[config.mk]
export PLATFORM = sky130hd
export DESIGN_NAME = ones_frame_accumulator_flat
export DESIGN_NICKNAME = d
export VERILOG_FILES = /design/src/rtl/ones_frame_if.sv /design/src/rtl/ones_frame_accumulator.sv /design/src/flat_wrapper.sv
export SDC_FILE = /design/constraint.sdc
export NUM_CORES = 1
export LEC_CHECK = 0
export CORE_MARGIN = 1
export CORE_UTILIZATION = 45
export CTS_CLUSTER_SIZE = 12
export DETAILED_ROUTE_END_ITERATION = 10
export GPL_ROUTABILITY_DRIVEN = 0
export PLACE_DENSITY = 0.67
export REMOVE_ABC_BUFFERS = 1
export SLEW_MARGIN = 10
export SYNTH_ARGS = -nofsm -noshare
export SYNTH_HDL_FRONTEND = slang
export SYNTH_SLANG_ARGS = --single-unit
[constraint.sdc]
create_clock -name clk -period 2 [get_ports clk]
set_input_delay 0.4 -clock clk [delete_from_list [all_inputs] [get_ports clk]]
set_output_delay 0.4 -clock clk [all_outputs]
set_load 0.05 [all_outputs]
[src/rtl/ones_frame_if.sv]
// ---------------------------------------------------------------------------
// ones_frame_if
// Purpose : bundles the beat-input and frame-result handshakes of the
//           ones-frame accumulator.
// Signals :
//   in_valid / in_ready   beat handshake (upstream -> accumulator)
//   in_count [3:0]        popcount of one byte, legal 0..8
//   in_last               final beat of the frame, qualified by in_valid
//   out_valid / out_ready result handshake (accumulator -> downstream)
//   out_sum   [SUM_W]     total ones in the frame
//   out_words [WCNT_W]    beats in the frame
//   out_over              out_sum reached the threshold
//   out_err               illegal count, forced close or saturation
// Modports: slave = accumulator view, master = environment view.
// ---------------------------------------------------------------------------
interface ones_frame_if #(
  parameter int SUM_W  = 8,
  parameter int WCNT_W = 5
);
  logic              in_valid;
  logic              in_ready;
  logic [3:0]        in_count;
  logic              in_last;
  logic              out_valid;
  logic              out_ready;
  logic [SUM_W-1:0]  out_sum;
  logic [WCNT_W-1:0] out_words;
  logic              out_over;
  logic              out_err;

  modport slave (
    input  in_valid, in_count, in_last, out_ready,
    output in_ready, out_valid, out_sum, out_words, out_over, out_err
  );

  modport master (
    output in_valid, in_count, in_last, out_ready,
    input  in_ready, out_valid, out_sum, out_words, out_over, out_err
  );
endinterface

[src/rtl/ones_frame_accumulator.sv]
// ---------------------------------------------------------------------------
// ones_frame_accumulator
// Purpose : sums per-byte popcounts over a frame of up to MAX_WORDS beats
//           (closed by in_last or by reaching the beat limit) and presents
//           the total, beat count, threshold flag and error flag as a held
//           valid/ready result.
// Ports   :
//   clk    rising-edge clock
//   rst_n  asynchronous active-low reset
//   bus    ones_frame_if.slave (beat input and result output handshakes)
// ---------------------------------------------------------------------------
module ones_frame_accumulator #(
  parameter int MAX_WORDS = 16,
  parameter int WCNT_W    = 5,
  parameter int SUM_W     = 8,
  parameter int THRESH    = 64
) (
  input  logic         clk,
  input  logic         rst_n,
  ones_frame_if.slave  bus
);

  localparam logic [0:0]  ST_ACC   = 1'b0;
  localparam logic [0:0]  ST_DONE  = 1'b1;
  localparam logic [31:0] THRESH_U = 32'(THRESH);

  logic [0:0]        state_reg;
  logic [SUM_W-1:0]  sum_reg;
  logic [WCNT_W-1:0] words_reg;
  logic              err_reg;

  logic              out_valid_reg;
  logic [SUM_W-1:0]  out_sum_reg;
  logic [WCNT_W-1:0] out_words_reg;
  logic              out_over_reg;
  logic              out_err_reg;

  logic              in_ready_int;
  logic              bad_count;
  logic [3:0]        eff_count;
  logic [SUM_W:0]    sum_wide;
  logic              sat;
  logic [SUM_W-1:0]  sum_next;
  logic [WCNT_W-1:0] words_next;
  logic              limit_hit;
  logic              err_next;
  logic              accept;
  logic              close;
  logic              over_next;

  // Ready is a pure function of state so there is no in_* -> in_ready path.
  assign in_ready_int  = (state_reg == ST_ACC);
  assign bus.in_ready  = in_ready_int;
  assign bus.out_valid = out_valid_reg;
  assign bus.out_sum   = out_sum_reg;
  assign bus.out_words = out_words_reg;
  assign bus.out_over  = out_over_reg;
  assign bus.out_err   = out_err_reg;

  always_comb begin
    bad_count  = (bus.in_count > 4'd8);
    eff_count  = bad_count ? 4'd8 : bus.in_count;
    // One extra bit catches the carry out so the sum can clamp instead of wrap.
    sum_wide   = {1'b0, sum_reg} + {{(SUM_W-3){1'b0}}, eff_count};
    sat        = sum_wide[SUM_W];
    sum_next   = sat ? {SUM_W{1'b1}} : sum_wide[SUM_W-1:0];
    words_next = words_reg + WCNT_W'(1);
    limit_hit  = (words_next == WCNT_W'(MAX_WORDS));
    accept     = bus.in_valid && in_ready_int;
    close      = accept && (bus.in_last || limit_hit);
    // A limit close that coincides with in_last is a normal close, not forced.
    err_next   = err_reg | bad_count | sat | (limit_hit & ~bus.in_last);
    over_next  = (32'(sum_next) >= THRESH_U);
  end

  always_ff @(posedge clk or negedge rst_n) begin
    if (!rst_n) begin
      state_reg     <= ST_ACC;
      sum_reg       <= '0;
      words_reg     <= '0;
      err_reg       <= 1'b0;
      out_valid_reg <= 1'b0;
      out_sum_reg   <= '0;
      out_words_reg <= '0;
      out_over_reg  <= 1'b0;
      out_err_reg   <= 1'b0;
    end else begin
      case (state_reg)
        ST_ACC: begin
          if (accept) begin
            sum_reg   <= sum_next;
            words_reg <= words_next;
            err_reg   <= err_next;
          end
          if (close) begin
            out_sum_reg   <= sum_next;
            out_words_reg <= words_next;
            out_over_reg  <= over_next;
            out_err_reg   <= err_next;
            out_valid_reg <= 1'b1;
            state_reg     <= ST_DONE;
          end
        end
        ST_DONE: begin
          // Result fields stay put after the handshake; only valid drops.
          if (out_valid_reg && bus.out_ready) begin
            out_valid_reg <= 1'b0;
            sum_reg       <= '0;
            words_reg     <= '0;
            err_reg       <= 1'b0;
            state_reg     <= ST_ACC;
          end
        end
        default: state_reg <= ST_ACC;
      endcase
    end
  end

endmodule

[src/flat_wrapper.sv]
// flat-port wrapper written by rule: the top's interface ports become plain ports
module ones_frame_accumulator_flat 
#(
  parameter int MAX_WORDS = 16,
  parameter int WCNT_W    = 5,
  parameter int SUM_W     = 8,
  parameter int THRESH    = 64
)
  (clk, rst_n, bus_in_valid, bus_in_count, bus_in_last, bus_out_ready, bus_in_ready, bus_out_valid, bus_out_sum, bus_out_words, bus_out_over, bus_out_err);
  ones_frame_if #(.SUM_W(SUM_W), .WCNT_W(WCNT_W)) bus_i ();
  input  logic clk;
  input  logic rst_n;
  input wire logic [$bits(bus_i.in_valid)-1:0] bus_in_valid;
  input wire logic [$bits(bus_i.in_count)-1:0] bus_in_count;
  input wire logic [$bits(bus_i.in_last)-1:0] bus_in_last;
  input wire logic [$bits(bus_i.out_ready)-1:0] bus_out_ready;
  output wire logic [$bits(bus_i.in_ready)-1:0] bus_in_ready;
  output wire logic [$bits(bus_i.out_valid)-1:0] bus_out_valid;
  output wire logic [$bits(bus_i.out_sum)-1:0] bus_out_sum;
  output wire logic [$bits(bus_i.out_words)-1:0] bus_out_words;
  output wire logic [$bits(bus_i.out_over)-1:0] bus_out_over;
  output wire logic [$bits(bus_i.out_err)-1:0] bus_out_err;
  assign bus_i.in_valid = bus_in_valid;
  assign bus_i.in_count = bus_in_count;
  assign bus_i.in_last = bus_in_last;
  assign bus_i.out_ready = bus_out_ready;
  assign bus_in_ready = bus_i.in_ready;
  assign bus_out_valid = bus_i.out_valid;
  assign bus_out_sum = bus_i.out_sum;
  assign bus_out_words = bus_i.out_words;
  assign bus_out_over = bus_i.out_over;
  assign bus_out_err = bus_i.out_err;
  ones_frame_accumulator #(.MAX_WORDS(MAX_WORDS), .WCNT_W(WCNT_W), .SUM_W(SUM_W), .THRESH(THRESH)) u_core (.clk(clk), .rst_n(rst_n), .bus(bus_i));
endmodule
==> qor.yml <==
cp-start-kind: "flip-flop"
clock.fmax_ghz: 0.455
status: "finished, violations left"
period_share_pct: 110
relSlewSlack_pct: 61.7
drive_above_1_share_pct: 39.3
grt_pass1_vias: 1456
htreeDepth: 2
root_buffer: "clkbuf_8"
clk_path_buf_depth: 2
drt-total-wl_microns: 3920
tightest_slew_ns: 0.572
worst-path-buf-inv: 1
clk_latency_ns: 0.29
avgSynthCellArea_sq_um: 10.8
dieArea_sq_um: 3950
synthSimpleGateAreaFrac_pct: 12.7
dpl.cell_count: 248
failed_checks: "setup timing"
final_cells: 265
p_total_uw: 3430
grt_max_degree: 32
holdWs_ns: 0.502
multiInputGateArea_sq_um: 1010
vdd_drop_max_uv: 1030
slowest_delay_ns: 0.41
antenna_found_initial: 0
core-area_sq_um: 3440
synth_compound_area_share_pct: 16.7
end_kind: "flip-flop"
area_growth_pct: 50.4
finalCriticalPeriod_ns: 2.20
ff_latch_area_sq_um: 776
crit_slowest_cell: "dfrtp_1"
synth-xor-area-share_pct: 2.63
final_common_cell: "dfrtp_1"
synth_area_sq_um: 1670
worst_ep_arrival_time_ns: 2.37
vias: 1432
port_buffers: 25
die_w_microns: 62.9
io-pin-count: 26
grt_setup_unrepaired: "true"
crit_required_ns: 2.17
rrSetupSlack_ns: -0.20
crit_chain: "ha_4, inv_2, fa_2, nand2b_4, a211oi_4, mux2_4, a21o_1, mux2_2"
numCtsBuffers: 5
die_y_microns: 62.9
synth_top_family_by_area: "compound AO/OA/AOI/OAI gates"
grt_usage_pct: 22.3
p_leak_uw: 0.00121
criticalPathCategory: "reg -> reg"
maxCapViolations: 0
num-nets-final: 234
yosysWarnings: 0
initialDrtViolationCount: 52
synth_top_area_cell: "dfrtp_1"
grt_overflow: 0
hp-class: "in -> async"
fin_setup_tns_ns: -1.60
setup_viol: 23
synth-seq-area-share_pct: 46.5
p_per_area_nw_per_um2: 1370
wl_per_cell_microns: 14.8
insertedDiodeCount: 0
grt_pass1_wl_microns: 6690
clk_pin_slew_worst_paths_ns: 0.06
worst-path-max-fanout: 3
fillers: 255
row_count: 21
syn_inst: 154
path_delay_family: "multiplexers"
muxShareOfSynthArea_pct: 11.4
finalMaxSlewViolations: 0
synthDistinctLibCells: 37
via_per_inst: 5.40
synthTopCellsByArea: "dfrtp_1 (47%), mux2_2 (5.4%), mux2_4 (5.4%)"
post-route-drc-count: 0
ys_ff_latch: 31
synth_top_area_share_pct: 46.5
synth_fa_ha_area_share_pct: 5.71
final_cell_mix: "dfrtp_1 (31), buf_4 (29), clkdlybuf4s50_1 (20), nand2_1 (13), mux2_4 (10)"
preCtsSetupSlack_ns: -1.03
firstDrtPassIters: 4
start_util_pct: 48.4
cts_sinks: 31
finalHoldViolCount: 0
ant_nets: 0
tritoncts: "built"
fin_worst_skew_ns: 0.00496
setup_ws_ns: -0.200
place_hpwl_microns: 2620
==> cell type report <==
cell class / count / area share [%]
clock buffers: 7 / 3.05
repair buffers: 61 / 21.9
well taps: 46 / 2.30
flip-flops and latches: 31 / 31.0
multi-input cells: 110 / 40.3
inverters: 9 / 1.35
clock inverters: 1 / 0.200
==> logic make-up after synthesis <==
family	Yosys count
XOR/XNOR	5
AND/OR/NAND/NOR	42
buffers and inverters	13
AO/OA/AOI/OAI	41
multiplexers	15
flip-flops	31
adder cells (fa/ha/maj)	7
==> routing by layer <==
metal  up-vias  wire, microns  GRT usage, %  share of wire, %
met5         -              0             0                 0
met4         0             95          10.5               2.4
met3         8            186          6.39               4.8
met2        43           1930          34.6                49
met1       712           1700          28.4                43
li1        669              -             -                 -
==> report_power, final <==
part           total [uW]  internal [uW]  switching [uW]
clock                 468            243             225
sequential            997            833             164
combinational        1960            905            1060
total                3430           1980            1450
==> worst register-to-register path, delay by kind of cell, from the launching register on <==
family | cells | cell delay [ns]
compound gates | 2 | 0.39
fa+ha+maj | 2 | 0.49
buf+inv | 1 | 0.04
flops | 1 | 0.41
mux | 2 | 0.59
simple gates | 1 | 0.16
==> worst paths after layout <==
path                                         startpoint                 endpoint  cells after the start
worst min-delay path                              rst_n      u_core.words_reg[0]                      2
worst max register to register        u_core.sum_reg[0]      u_core.bus.out_over                      8
min in group clk                u_core.bus.out_words[3]  u_core.bus.out_words[3]                      1
worst min register to register  u_core.bus.out_words[3]  u_core.bus.out_words[3]                      1
max in group asynchronous                         rst_n      u_core.words_reg[3]                      2
worst max-delay path                  u_core.sum_reg[0]      u_core.bus.out_over                      8
==> per-stage QoR <==
step	utilization, %	area (sq um)
2_1_floorplan	-	1630
3_3_place_gp	62.4	2150
3_5_place_dp	62.4	2150
5_1_grt	72.8	2510
6_report	72.8	2510
4_1_cts	69.1	2380
==> synthesized netlist by cell type <==
library cell,count
or3_1,2
a22o_1,8
nand2_1,17
o31a_1,1
ha_1,6
inv_1,9
fa_1,1
o21a_1,1
a211oi_1,2
xor2_1,2
a32oi_1,1
and2_1,3
or4b_1,1
a221oi_1,1
a21oi_1,5
a31oi_1,1
o2bb2ai_1,1
a21o_1,5
mux2_4,6
and2_2,1
nor2b_1,3
buf_12,1
nand3_1,3
nor2_1,6
xnor2_1,3
a211o_1,1
buf_6,1
mux2_2,8
nand3b_1,1
dfrtp_1,31
clkbuf_1,2
nand3_2,1
nand2b_1,3
mux2i_1,1
or2_2,1
o21ai_0,13
o31ai_1,1
==> timing repair <==
item                                    in CTS  in global routing
buffers inserted                             6                  3
hold buffers                                 0                  0
resized for setup                           35                 27
endpoints found under the setup margin      23                 26
pin swaps                                    8                 16
No activity file was read; power rests on OpenSTA's default activity.
